--- config.mk ---
export PLATFORM = sky130hd
export DESIGN_NAME = adxl355_sync_gen
export DESIGN_NICKNAME = d
export VERILOG_FILES = /design/src/rtl/adxl355_sync_gen.sv
export SDC_FILE = /design/constraint.sdc
export NUM_CORES = 1
export LEC_CHECK = 0
export ABC_CLOCK_PERIOD_IN_PS = 11400
export BUFFER_PORTS_ARGS = -buffer_cell sky130_fd_sc_hd__buf_2
export CAP_MARGIN = 0
export CORE_MARGIN = 1
export CORE_UTILIZATION = 48
export DETAILED_ROUTE_END_ITERATION = 10
export HOLD_SLACK_MARGIN = 0.1
export PLACE_DENSITY = 0.66
export SLEW_MARGIN = 5
export SYNTH_ARGS = -nofsm -noshare
export SYNTH_HDL_FRONTEND = slang
export SYNTH_SLANG_ARGS = --single-unit
--- constraint.sdc ---
create_clock -name i_clk -period 11.4 [get_ports i_clk]
set_input_delay 0.57 -clock i_clk [delete_from_list [all_inputs] [get_ports i_clk]]
set_output_delay 0.57 -clock i_clk [all_outputs]
set_load 0.02 [all_outputs]
--- src/rtl/adxl355_sync_gen.sv ---
// 1 kHz ADXL355 sync strobe generator, phase-aligned to GPS PPS, with PPS lock tracking.
// Define ADXL355_SYNC_PHASE_EN to capture the divider phase on every PPS edge (o_phase/o_phase_valid).
module adxl355_sync_gen #(
  parameter int clk_out0_hz = 40000000,
  parameter int sync_hz     = 1000,
  parameter int pps_tol_clk = 4000,
  parameter int lock_count  = 3,
  parameter int period_bits = 28
) (
  input  logic                   i_clk,
  input  logic                   i_rst,
  input  logic                   i_pps,
  output logic                   o_clk_sync,
  output logic [9:0]             o_ms,
  output logic                   o_pps_lock,
  output logic [period_bits-1:0] o_phase,
  output logic                   o_phase_valid
);

  localparam int DIV   = clk_out0_hz / sync_hz;
  localparam int CNT_W = (DIV > 2) ? $clog2(DIV) : 1;
  localparam int GC_W  = $clog2(lock_count + 1);

  localparam logic [CNT_W-1:0]       CNT_MAX = CNT_W'(DIV - 1);
  localparam logic [CNT_W-1:0]       HALF    = CNT_W'(DIV / 2);
  localparam logic [9:0]             MS_MAX  = 10'(sync_hz - 1);
  localparam logic [GC_W-1:0]        GC_LOCK = GC_W'(lock_count);
  localparam logic [period_bits-1:0] PER_NOM = period_bits'(clk_out0_hz);
  localparam logic [period_bits-1:0] PER_TOL = period_bits'(pps_tol_clk);
  localparam logic [period_bits-1:0] PER_MAX = period_bits'(clk_out0_hz + pps_tol_clk);

  logic                   pps_s1_q, pps_s1_d;
  logic                   pps_s2_q, pps_s2_d;
  logic                   pps_s3_q, pps_s3_d;
  logic                   pps_edge_q, pps_edge_d;
  logic [CNT_W-1:0]       cnt_q, cnt_d;
  logic [CNT_W-1:0]       since_q, since_d;
  logic                   sync_q, sync_d;
  logic [9:0]             ms_q, ms_d;
  logic [period_bits-1:0] per_q, per_d;
  logic                   per_seen_q, per_seen_d;
  logic [GC_W-1:0]        good_cnt_q, good_cnt_d;
  logic                   lock_q, lock_d;

  logic [period_bits-1:0] per_diff;
  logic                   good;
  logic                   realign;
  logic                   wrap;

  always_comb begin
    pps_s1_d   = i_pps;
    pps_s2_d   = pps_s1_q;
    pps_s3_d   = pps_s2_q;
    pps_edge_d = pps_s2_q & ~pps_s3_q;

    per_diff = (per_q >= PER_NOM) ? (per_q - PER_NOM) : (PER_NOM - per_q);
    // The first edge after reset has no preceding edge, so its count is not a period.
    good     = pps_edge_q & per_seen_q & (per_diff <= PER_TOL);
    realign  = pps_edge_q & (good | ~lock_q);
    wrap     = (cnt_q == CNT_MAX);

    cnt_d      = wrap ? '0 : cnt_q + 1'b1;
    sync_d     = wrap;
    per_d      = (&per_q) ? per_q : per_q + 1'b1;
    per_seen_d = per_seen_q;
    good_cnt_d = good_cnt_q;
    lock_d     = lock_q;

    if (pps_edge_q) begin
      per_d      = period_bits'(1);
      per_seen_d = 1'b1;
      if (good) begin
        if (good_cnt_q != GC_LOCK) good_cnt_d = good_cnt_q + 1'b1;
        if (good_cnt_d == GC_LOCK) lock_d = 1'b1;
      end else begin
        good_cnt_d = '0;
        lock_d     = 1'b0;
      end
    end else if (per_q > PER_MAX) begin
      good_cnt_d = '0;
      lock_d     = 1'b0;
    end

    // A late PPS must not squeeze a strobe in right after the previous one.
    if (realign) begin
      cnt_d  = '0;
      sync_d = (since_q >= HALF);
    end

    if (realign)     ms_d = '0;
    else if (sync_d) ms_d = (ms_q == MS_MAX) ? '0 : ms_q + 10'd1;
    else             ms_d = ms_q;

    since_d = sync_d ? '0 : ((since_q >= HALF) ? since_q : since_q + 1'b1);
  end

  always_ff @(posedge i_clk) begin
    if (i_rst) begin
      pps_s1_q   <= 1'b0;
      pps_s2_q   <= 1'b0;
      pps_s3_q   <= 1'b0;
      pps_edge_q <= 1'b0;
      cnt_q      <= '0;
      since_q    <= '0;
      sync_q     <= 1'b0;
      ms_q       <= '0;
      per_q      <= '0;
      per_seen_q <= 1'b0;
      good_cnt_q <= '0;
      lock_q     <= 1'b0;
    end else begin
      pps_s1_q   <= pps_s1_d;
      pps_s2_q   <= pps_s2_d;
      pps_s3_q   <= pps_s3_d;
      pps_edge_q <= pps_edge_d;
      cnt_q      <= cnt_d;
      since_q    <= since_d;
      sync_q     <= sync_d;
      ms_q       <= ms_d;
      per_q      <= per_d;
      per_seen_q <= per_seen_d;
      good_cnt_q <= good_cnt_d;
      lock_q     <= lock_d;
    end
  end

  assign o_clk_sync = sync_q;
  assign o_ms       = ms_q;
  assign o_pps_lock = lock_q;

`ifdef ADXL355_SYNC_PHASE_EN
  logic [period_bits-1:0] phase_q, phase_d;
  logic                   phase_valid_q, phase_valid_d;

  always_comb begin
    phase_d       = phase_q;
    phase_valid_d = pps_edge_q;
    if (pps_edge_q) phase_d = period_bits'(cnt_q);
  end

  always_ff @(posedge i_clk) begin
    if (i_rst) begin
      phase_q       <= '0;
      phase_valid_q <= 1'b0;
    end else begin
      phase_q       <= phase_d;
      phase_valid_q <= phase_valid_d;
    end
  end

  assign o_phase       = phase_q;
  assign o_phase_valid = phase_valid_q;
`else
  assign o_phase       = '0;
  assign o_phase_valid = 1'b0;
`endif

endmodule

==> impl_metrics.yaml <==
synth:
  ys_ff_latch: 79
  synth_top_area_share_pct: 29.5
  yosys-top-cells-area: "dfxtp_1 29%, nor2_1 6.4%, xnor2_1 5.5%"
  synth_cell_type_count: 80
  yosys_warnings: 0
  syn_area_sq_um: 5370
  synth-edff-count: 0
  seq_area_frac_synth_pct: 29.5
  avgSynthCellArea_sq_um: 8.03
  synthArstFlopShare_pct: 0
  synthCells: 668
  synth_ff_type: "dfxtp_1"
  yosysTopAreaCell: "dfxtp_1"
clock_tree:
  tritoncts: "built"
  cts-resized-gates: 0
  cts_sinks: 79
  clk_pin_slew_ps: 100
  cts_setup_buffers: 0
  h-tree-depth: 3
  clock_latency_ps: 370
  cts_root_buf: "clkbuf_8"
  ctsHoldBuffers: 0
  clockBufferDepth: 2
  cts_made_buffers: 9
sta:
  layout_min_cycle_time_ps: 4460
  setup_viol: 0
  maxSlewHeadroom_pct: 13.8
  grt_setup_unrepaired: "no"
  setup_ws_ps: 6940
  fin_skew_ps: 13.5
  max_freq_ghz: 0.224
  tightest_slew_ps: 1280
  fin_crit_sh_pct: 39.2
  hold_viol: 0
  tns_ps: 0
  maxSlewViolCount: 0
critical_path:
  path_class: "register to register"
  cp.arrival_ps: 4770
  cp.buffers_inverters: 0
  critPathSlowestCell: "dfxtp_1"
  cpMostUsedCell: "or3_1"
  crit_family: "simple AND/OR/NAND/NOR gates"
  crit_fanout: 16
  required_ps: 11700
  endpoint_kind: "register"
  slowest_delay_ps: 630
  startpoint_type: "register"
  path_cells: "and2_1, nand4b_1, or3_1, a211oi_2, or3_1, nand4_1, or4_4, o32ai_4, mux2_4, or4_1, a21oi_1"
global_routing:
  grt.total_usage_pct: 22.3
  antenna_found_initial: 0
  grt.overflow.total: 0
  grt_max_degree: 28
  grt_pass1_vias: 4225
  grt_pass1_wl_um: 20600
cells_and_area:
  final_cell_mix: "91 x nor2_1, 79 x dfxtp_1, 49 x nand2_1, 36 x nand3_1, 34 x xnor2_1"
  diodes: 0
  final_layout_size_suffix_gt1_share_pct: 11.0
  final_nets: 671
  syn2layout_area_growth_pct: 2.38
  final_common_cell: "nor2_1"
pwr:
  switching_share_pct: 29.0
  power.share.sequential_pct: 53.7
  switchingPower_mw: 0.153
  power_frac_clock_pct: 39.8
  p_leak_nw: 2.00
  combPwrFrac_pct: 6.5
  vdd.ir_drop.worst_mv: 0.0966
  p_per_area_nw_per_um2: 96.0
  p_int_mw: 0.374
worst_hold_path:
  hold_class: "register to register"
floorplan:
  die-area_sq_um: 11600
  die_h_um: 108
  initial_core_util_pct: 49.3
  fp.dieW_um: 108
  rows: 38
  ioPinCount: 44
  core_sq_um: 10900
detailed_routing:
  final_antenna_net_count: 0
  dr_total_vias: 4577
  viasPerCell: 5.71
  drc: 0
  wirelength_um: 12100
  first_pass_iters: 5
  routedWlPerCell_um: 15.0
  drtIter0Drc: 244
placement:
  hpwlAfterDp_um: 8770
  place_ws_ps: 6980
  portBuffers: 14
  gp_congestion: 0.886
job:
  max_cap_violations: 0
outcome:
  status: "completed"
## worst paths after layout
| check | startpoint | to | slack (ps) | depth (start not counted) |
|---|---|---|---|---|
| setup / recovery | per_q[11] | o_ms[9] | 6940 | 11 |
| setup reg to reg | per_q[11] | o_ms[9] | 6940 | 11 |
| hold reg to reg | pps_s3_q | pps_edge_q | 400 | 1 |
| hold / removal | pps_s3_q | pps_edge_q | 400 | 1 |
## worst reg2reg max path: cells and delay by family, from the launching register on
family	cells	cell delay, ps
AND/OR/NAND/NOR	7	2550
AO/OA/AOI/OAI	3	810
flip-flops	1	630
multiplexers	1	430
## cells in the mapped netlist (3+ instances only)
library cell  instances
a211o_1               3
a21o_1                3
a21oi_1              33
a31oi_1               6
and2_1                8
and3_1               13
buf_2                 5
buf_4                31
buf_6                 6
clkbuf_1             21
dfxtp_1              79
ha_1                 11
inv_1                24
nand2_1              49
nand2b_1              4
nand3_1              36
nand4_1              17
nand4b_1              5
nor2_1               91
nor2_4               10
nor2b_1               9
nor3_1               16
nor3b_1               3
nor4_1                5
o2111ai_1             3
o21ai_0              19
o21ai_1               7
o31ai_1               6
o41ai_1               4
or2_2                 4
or3_1                 9
or4_1                 5
xnor2_1              34
xor2_1               26
## registers in the layout, summed over array words and instances, names as in the netlist
register	count
per_q	28
cnt_q	16
since_q	16
o_ms	10
good_cnt_q	2
o_clk_sync	1
o_pps_lock	1
per_seen_q	1
pps_edge_q	1
pps_s1_q	1
pps_s2_q	1
pps_s3_q	1
## cell type report
type	count	area (sq um)
sequential	79	1580
multi-input combinational	528	3380
fill	1082	5390
clock buffer	9	124
clock inverter	7	72.6
tap	140	175
timing repair buffer	14	70.1
inverter	25	93.8
## per-stage QoR
stage	cell area, sq um	hold slack, ps	util [%]	cells	total power [mW]
2_1_floorplan	5470	367	-	696	0.327
3_3_place_gp	5300	373	48.7	786	0.322
3_5_place_dp	5300	381	48.7	786	0.324
4_1_cts	5490	399	50.5	802	0.534
5_1_grt	5490	434	50.5	802	0.550
6_report	5490	404	50.5	802	0.528
## power by group through the flow
stage	registers [mW]	logic, mW	clock network [mW]
finish	0.283	0.0345	0.210
CTS	0.283	0.0343	0.217
detailed placement	0.290	0.0343	0
global placement	0.289	0.0333	0
floorplan	0.288	0.0393	0
global route	0.284	0.0386	0.227
## logic make-up after synthesis
| kind of cell | count (synthesis) | synth area share, % |
|---|---|---|
| buffers and inverters | 89 | 9.56 |
| multiplexers | 5 | 1.07 |
| other | 1 | 0.0699 |
| adder cells (fa/ha/maj) | 11 | 2.56 |
| flip-flops | 79 | 29.5 |
| AO/OA/AOI/OAI | 120 | 16.4 |
| XOR/XNOR | 60 | 9.79 |
| AND/OR/NAND/NOR | 303 | 31.1 |
## routing by layer
layer / GRT usage, % / vias to the layer above / routed length (um)
li1: - / 2257 / -
met1: 29.9 / 2162 / 5660
met2: 34.8 / 138 / 5360
met3: 4.30 / 20 / 781
met4: 9.49 / 0 / 264
met5: 0 / - / 0
(Power assumes the default switching activity.)
